## config.mk

```make
export PLATFORM = sky130hd
export DESIGN_NAME = regf_wb_sched
export DESIGN_NICKNAME = d
export VERILOG_FILES = /design/src/rtl/regf_wb_sched_pkg.sv /design/src/rtl/regf_wb_sched_rr_arb2.sv /design/src/rtl/regf_wb_sched.sv
export SDC_FILE = /design/constraint.sdc
export NUM_CORES = 1
export LEC_CHECK = 0
export BUFFER_PORTS_ARGS = -buffer_cell sky130_fd_sc_hd__buf_2
export CAP_MARGIN = 25
export CORE_MARGIN = 2
export CORE_UTILIZATION = 45
export CTS_CLUSTER_SIZE = 40
export DETAILED_ROUTE_END_ITERATION = 8
export PLACE_DENSITY_LB_ADDON = 0.05
export SYNTH_ARGS = -nofsm -noshare
export SYNTH_HDL_FRONTEND = slang
export SYNTH_HIERARCHICAL = 1
export SYNTH_SLANG_ARGS = --single-unit
export TNS_END_PERCENT = 30
```

## constraint.sdc

```tcl
create_clock -name i_clk -period 7.53 [get_ports i_clk]
set_input_delay 0.753 -clock i_clk [delete_from_list [all_inputs] [get_ports i_clk]]
set_output_delay 0.753 -clock i_clk [all_outputs]
set_load 0.01 [all_outputs]
```

## src/rtl/regf_wb_sched_pkg.sv

```systemverilog
// -----------------------------------------------------------------------------
// regf_wb_sched_pkg
// Shared constants and types for the register-file write-back scheduler.
//   WB_ALU / WB_LSU : identifiers of the two write-back requesters
//   REG_ZERO/REG_PC : registers that are never tracked and never written
// -----------------------------------------------------------------------------
package regf_wb_sched_pkg;

    localparam int unsigned REG_ZERO = 0;
    localparam int unsigned REG_PC   = 63;

    // Requester identity; also the encoding of the round-robin pointer.
    typedef enum logic {
        WB_ALU = 1'b0,
        WB_LSU = 1'b1
    } wb_sel_e;

    // True for the two architectural registers excluded from tracking and writes.
    function automatic logic is_fixed_reg(input int unsigned addr);
        return (addr == REG_ZERO) || (addr == REG_PC);
    endfunction

endpackage

```

## src/rtl/regf_wb_sched_rr_arb2.sv

```systemverilog
// -----------------------------------------------------------------------------
// rr_arb2
// Two-way round-robin arbiter. A lone requester is granted at once; under
// contention the requester named by the pointer wins and the pointer then
// moves to the loser, so continuous contention alternates 0,1,0,1...
//   i_clk, i_rst     : clock, synchronous active-high reset (pointer -> WB_ALU)
//   i_req0, i_req1   : requests
//   o_gnt0, o_gnt1   : one-hot (or zero) grants, combinational
// -----------------------------------------------------------------------------
module rr_arb2
    import regf_wb_sched_pkg::*;
(
    input  logic i_clk,
    input  logic i_rst,
    input  logic i_req0,
    input  logic i_req1,
    output logic o_gnt0,
    output logic o_gnt1
);

    wb_sel_e r_ptr;
    logic    w_contend;

    assign w_contend = i_req0 && i_req1;
    assign o_gnt0    = i_req0 && (!i_req1 || (r_ptr == WB_ALU));
    assign o_gnt1    = i_req1 && (!i_req0 || (r_ptr == WB_LSU));

    // NOTE: sequential state uses non-blocking assignments so every flop
    // samples pre-edge values regardless of process ordering.
    always_ff @(posedge i_clk) begin
        if (i_rst) begin
            r_ptr <= WB_ALU;
        end else if (w_contend) begin
            // Only a contended grant moves the pointer; lone grants leave it.
            r_ptr <= (r_ptr == WB_ALU) ? WB_LSU : WB_ALU;
        end
    end

endmodule

```

## src/rtl/regf_wb_sched.sv

```systemverilog
// -----------------------------------------------------------------------------
// regf_wb_sched
// Write-back scheduler and hazard scoreboard for the register file.
// Shares the single regf write port between the ALU (wb0) and LSU (wb1),
// tracks registers with an outstanding write and stalls issue on RAW/WAW.
//   i_clk, i_rst                  : clock, synchronous active-high reset
//   i_iss_*                       : issue-stage instruction (sources, dest)
//   o_iss_ready                   : no hazard; issue accepted when valid
//   i_wb0_* / o_wb0_ready         : ALU write-back request / grant
//   i_wb1_* / o_wb1_ready         : LSU write-back request / grant
//   o_we, o_waddr, o_wdata        : registered regf write port
//   o_busy                        : scoreboard, bit n = write to reg n pending
//   o_orphan                      : sticky, write-back to a non-busy register
// -----------------------------------------------------------------------------
module regf_wb_sched
    import regf_wb_sched_pkg::*;
#(
    parameter int DW = 32,
    parameter int AW = 6
) (
    input  logic              i_clk,
    input  logic              i_rst,
    input  logic              i_iss_valid,
    input  logic [AW-1:0]     i_iss_rs0,
    input  logic [AW-1:0]     i_iss_rs1,
    input  logic [AW-1:0]     i_iss_rs2,
    input  logic [AW-1:0]     i_iss_rd,
    input  logic              i_iss_wen,
    output logic              o_iss_ready,
    input  logic              i_wb0_valid,
    input  logic [AW-1:0]     i_wb0_addr,
    input  logic [DW-1:0]     i_wb0_data,
    output logic              o_wb0_ready,
    input  logic              i_wb1_valid,
    input  logic [AW-1:0]     i_wb1_addr,
    input  logic [DW-1:0]     i_wb1_data,
    output logic              o_wb1_ready,
    output logic              o_we,
    output logic [AW-1:0]     o_waddr,
    output logic [DW-1:0]     o_wdata,
    output logic [(1<<AW)-1:0] o_busy,
    output logic              o_orphan
);

    localparam int NREG = 1 << AW;

    logic [NREG-1:0] r_busy;
    logic [NREG-1:0] w_busy_nxt;
    logic            r_we;
    logic [AW-1:0]   r_waddr;
    logic [DW-1:0]   r_wdata;
    logic            r_orphan;

    logic            w_gnt0;
    logic            w_gnt1;
    logic            w_gnt_any;
    logic [AW-1:0]   w_gnt_addr;
    logic [DW-1:0]   w_gnt_data;
    logic            w_gnt_fixed;
    logic            w_iss_fire;

    rr_arb2 u_arb (
        .i_clk  (i_clk),
        .i_rst  (i_rst),
        .i_req0 (i_wb0_valid),
        .i_req1 (i_wb1_valid),
        .o_gnt0 (w_gnt0),
        .o_gnt1 (w_gnt1)
    );

    assign w_gnt_any   = w_gnt0 || w_gnt1;
    assign w_gnt_addr  = w_gnt1 ? i_wb1_addr : i_wb0_addr;
    assign w_gnt_data  = w_gnt1 ? i_wb1_data : i_wb0_data;
    assign w_gnt_fixed = is_fixed_reg(32'(w_gnt_addr));

    // Hazard check reads the registered scoreboard only: a bit clearing on
    // this edge still stalls (no bypass).
    assign o_iss_ready = !r_busy[i_iss_rs0] && !r_busy[i_iss_rs1] && !r_busy[i_iss_rs2]
                      && !(i_iss_wen && r_busy[i_iss_rd]);
    assign w_iss_fire  = i_iss_valid && o_iss_ready;

    // NOTE: combinational blocks use blocking assignments and start from a
    // full default, so no path leaves a bit unassigned and no latch is inferred.
    always_comb begin
        w_busy_nxt = r_busy;
        // Retire the write the regf performs at this edge.
        if (r_we) begin
            w_busy_nxt[r_waddr] = 1'b0;
        end
        // Set after clear so a same-edge set wins.
        if (w_iss_fire && i_iss_wen) begin
            w_busy_nxt[i_iss_rd] = 1'b1;
        end
        w_busy_nxt[REG_ZERO] = 1'b0;
        w_busy_nxt[REG_PC]   = 1'b0;
    end

    always_ff @(posedge i_clk) begin
        if (i_rst) begin
            // Reset also drops any write waiting in the output stage.
            r_busy   <= '0;
            r_we     <= 1'b0;
            r_waddr  <= '0;
            r_wdata  <= '0;
            r_orphan <= 1'b0;
        end else begin
            r_busy <= w_busy_nxt;
            // Writes to REG_ZERO/REG_PC are granted but suppressed at the port.
            r_we   <= w_gnt_any && !w_gnt_fixed;
            if (w_gnt_any) begin
                r_waddr <= w_gnt_addr;
                r_wdata <= w_gnt_data;
            end
            if (w_gnt_any && !w_gnt_fixed && !r_busy[w_gnt_addr]) begin
                r_orphan <= 1'b1;
            end
        end
    end

    assign o_wb0_ready = w_gnt0;
    assign o_wb1_ready = w_gnt1;
    assign o_we        = r_we;
    assign o_waddr     = r_waddr;
    assign o_wdata     = r_wdata;
    assign o_busy      = r_busy;
    assign o_orphan    = r_orphan;

endmodule

```

==> flow_summary.ini <==
[yosys]
synth-seq-cells = 103
synthFlopType = dfxtp_1
avgSynthCellArea_um2 = 8.66
synth_cell_types = 57
syn-cell-area_um2 = 7560
synth_area_leaders = dfxtp_1 27%, mux4_2 18%, mux2i_1 9.8%
netlist_instances = 873
synth_top_area_share_pct = 27.3
ys_seq_area_share_pct = 27.3
synth_edf_count = 0
async_flop_share_pct = 0
yosys_warnings = 6
synth_top_area_cell = dfxtp_1

[cells_and_area]
nNetsFinal = 1128
drive_above_1_share_pct = 32.0
utilization_pct = 54.4
area_delta_synth_final_pct = 19.0

[clock_tree]
cts_max_path_buffers = 2
cts.sinks = 103
root_buffer = clkbuf_16
htree_levels = 3
cts_hold_buf = 0
cts_resized = 0
path_clk_slew_ps = 70
clock_latency_ps = 350
cts_tree = built
numCtsBuffers = 9
post-cts-setup-buffers = 0

[global_routing]
antenna_found_initial = 2
grt_start_max_net_pins = 65
grt_pass1_wl_mm = 45.1
grt_usage_pct = 33.1
grt_pass1_vias = 7552
grt_overflow = 0

[critical_path]
reg2reg_from = u_arb/r_ptr$_SDFFE_PP0P_
cp-end-kind = output pin
crit_path_max_fanout = 63
r2r_cells = 11
arrival_ps = 3470
reg2reg_slack_ps = 4290
worstSetupPathType = input port to output pin
critPathLaunchType = input port
required_ps = 6780
rr_endpoint = o_orphan$_SDFFE_PP0P_

[timing]
final.setup.tns_ps = 0
max_freq_mhz = 237
final-hold-violation-count = 0
grt_setup_unrepaired = false
period_share_pct = 56.1
whs_ps = 472
layout_min_cycle_time_ps = 4230
slew_violations = 0
fin_ws_ps = 3300
setup_violations = 0
tightest_slew_ps = 1170
relSlewSlack_pct = 21.5
clock-skew-final_ps = 12.9

[floorplanning]
row_count = 47
dieWidth_um = 134
ios = 213
core_um2 = 16500
die-height_um = 134
start_util_pct = 45.8
die_area_um2 = 17900

[placed_design]
dp_slack_ps = 3280
numPortBuffers = 210
dp_hpwl_mm = 20.3
place_congestion = 0.948

[status]
status = complete, no violations

[detailed_routing]
vias = 8157
drtAntennaViolNets = 0
drt_iter0_drc = 1031
wl_met1_mm = 11.4
drc = 0
routed_wl_mm = 29.9
route.met3.wl_mm = 4.03
wl_per_cell_um = 23.9
dr.max_layer_used = met5
via_per_inst = 6.54
drt-pass1-iter-count = 6
wl_met2_mm = 13.2

[power]
power_density_nw_per_um2 = 149
ir_drop_mv = 0.106
leakagePower_uw = 0.00361

[hold_path]
hp-start = o_orphan$_SDFFE_PP0P_
hold_end = o_orphan$_SDFFE_PP0P_
hp-class = flop to flop
whs_path_depth = 2

[run]
drv_cap = 0
## metal layers
metal	track usage, %	vias to the layer above
met5	0	-
met3	9.36	96
met2	49.5	627
li1	-	3640
met1	45.2	3790
met4	13.0	4
## metrics by stage
stage | power, µW | cell area (µm²) | std cells
after global routing | 1400 | 8990 | 1247
after floorplan | 778 | 7570 | 874
after global placement | 876 | 8670 | 1229
final | 1340 | 9000 | 1248
after detailed placement | 877 | 8680 | 1230
after CTS | 1340 | 8970 | 1246
## power breakdown
group          total (µW)  switching [µW]  internal, µW  leakage, µW
clock                 467             213           254     0.000146
sequential            585            21.9           564     0.000839
combinational         286             180           106      0.00263
## cells by family (layout without fill, tap and decap cells)
| kind of cell | after synthesis | after routing | share of synthesized area [%] |
|---|---|---|---|
| buffers and inverters | 92 | 245 | 5.03 |
| DFF | 103 | 103 | 27.3 |
| and+or+nand+nor | 337 | 337 | 22.1 |
| other | 1 | 3 | 0.0496 |
| muxes | 147 | 147 | 29.4 |
| AOI/OAI and AO/OA | 193 | 193 | 16.1 |
## cell usage after synthesis (2+ instances only)
library cell  count
dfxtp_1         103
nand3b_1          9
buf_2            16
mux2i_1          74
and3_1            3
mux2_2           14
and3b_1           2
nor3_1           16
clkbuf_1         51
or2_2             6
nand2b_1          8
a221o_1           2
nor2_1          106
buf_4             4
o211ai_1         46
nand3_1          30
buf_1            14
a221oi_1          6
a22oi_1           2
or3_1             2
o21ai_0           7
a211oi_1         12
o22ai_1           3
inv_1             6
a31oi_1           3
nor2b_1          13
a21oi_1          35
mux4_2           59
nand4_1          58
nor4b_1           2
and2_1            2
a2111oi_0         2
a21boi_0          2
nor4_1            5
nor3b_1           2
nand2_1          68
o21ai_1          60
## registers in the layout, indices dropped and copies added, names as in the netlist
register / count
o_waddr: 6
u_arb/r_ptr: 1
o_we: 1
o_orphan: 1
o_wdata: 32
o_busy: 62
## worst max-delay path, cell delays in order
cell	delay, ps
buf_2	400
mux4_2	560
mux2i_1	170
nor4b_1	80
or4_4	540
nor4_4	150
nand4_2	120
buf_4	350
nor2b_1	190
buf_2	140
## cells in the final DEF (no fill, tap or decap), types with 4 or more instances in the layout
master / instances
nor2b_1: 13
nand2b_1: 8
o21ai_1: 60
nor2_1: 106
clkbuf_16: 9
or2_2: 6
a221oi_1: 6
mux2i_1: 73
nand4_1: 58
mux4_2: 59
buf_2: 210
nand2_1: 68
nor4_1: 4
a21oi_1: 35
o211ai_1: 46
o21ai_0: 7
dfxtp_1: 103
inv_1: 6
nand3b_1: 9
nor3_1: 14
buf_4: 11
a211oi_1: 12
nand3_1: 29
mux2_2: 14
## worst max-delay path by stage
| stage | start | endpoint | cells after the start |
|---|---|---|---|
| final | i_iss_rs1[1] | o_iss_ready | 10 |
| after global routing | i_iss_rd[2] | o_iss_ready | 10 |
| after CTS | i_iss_rs1[1] | o_iss_ready | 10 |
| after detailed placement | i_iss_rs1[1] | o_iss_ready | 10 |
| after global placement | i_iss_rs1[1] | o_iss_ready | 10 |
| after floorplan | i_iss_rs2[2] | o_iss_ready | 8 |
## layout make-up
| class | count | area [µm²] |
|---|---|---|
| fillers | 1560 | 7530 |
| multi-input cells | 679 | 5180 |
| flip-flops and latches | 103 | 2060 |
| repair buffers | 222 | 1150 |
| well taps | 220 | 275 |
| clock buffers | 13 | 270 |
| clock inverters | 3 | 26.3 |
| inverters | 7 | 26.3 |
| diodes | 1 | 2.50 |
No activity file was read; power rests on OpenSTA's default activity.
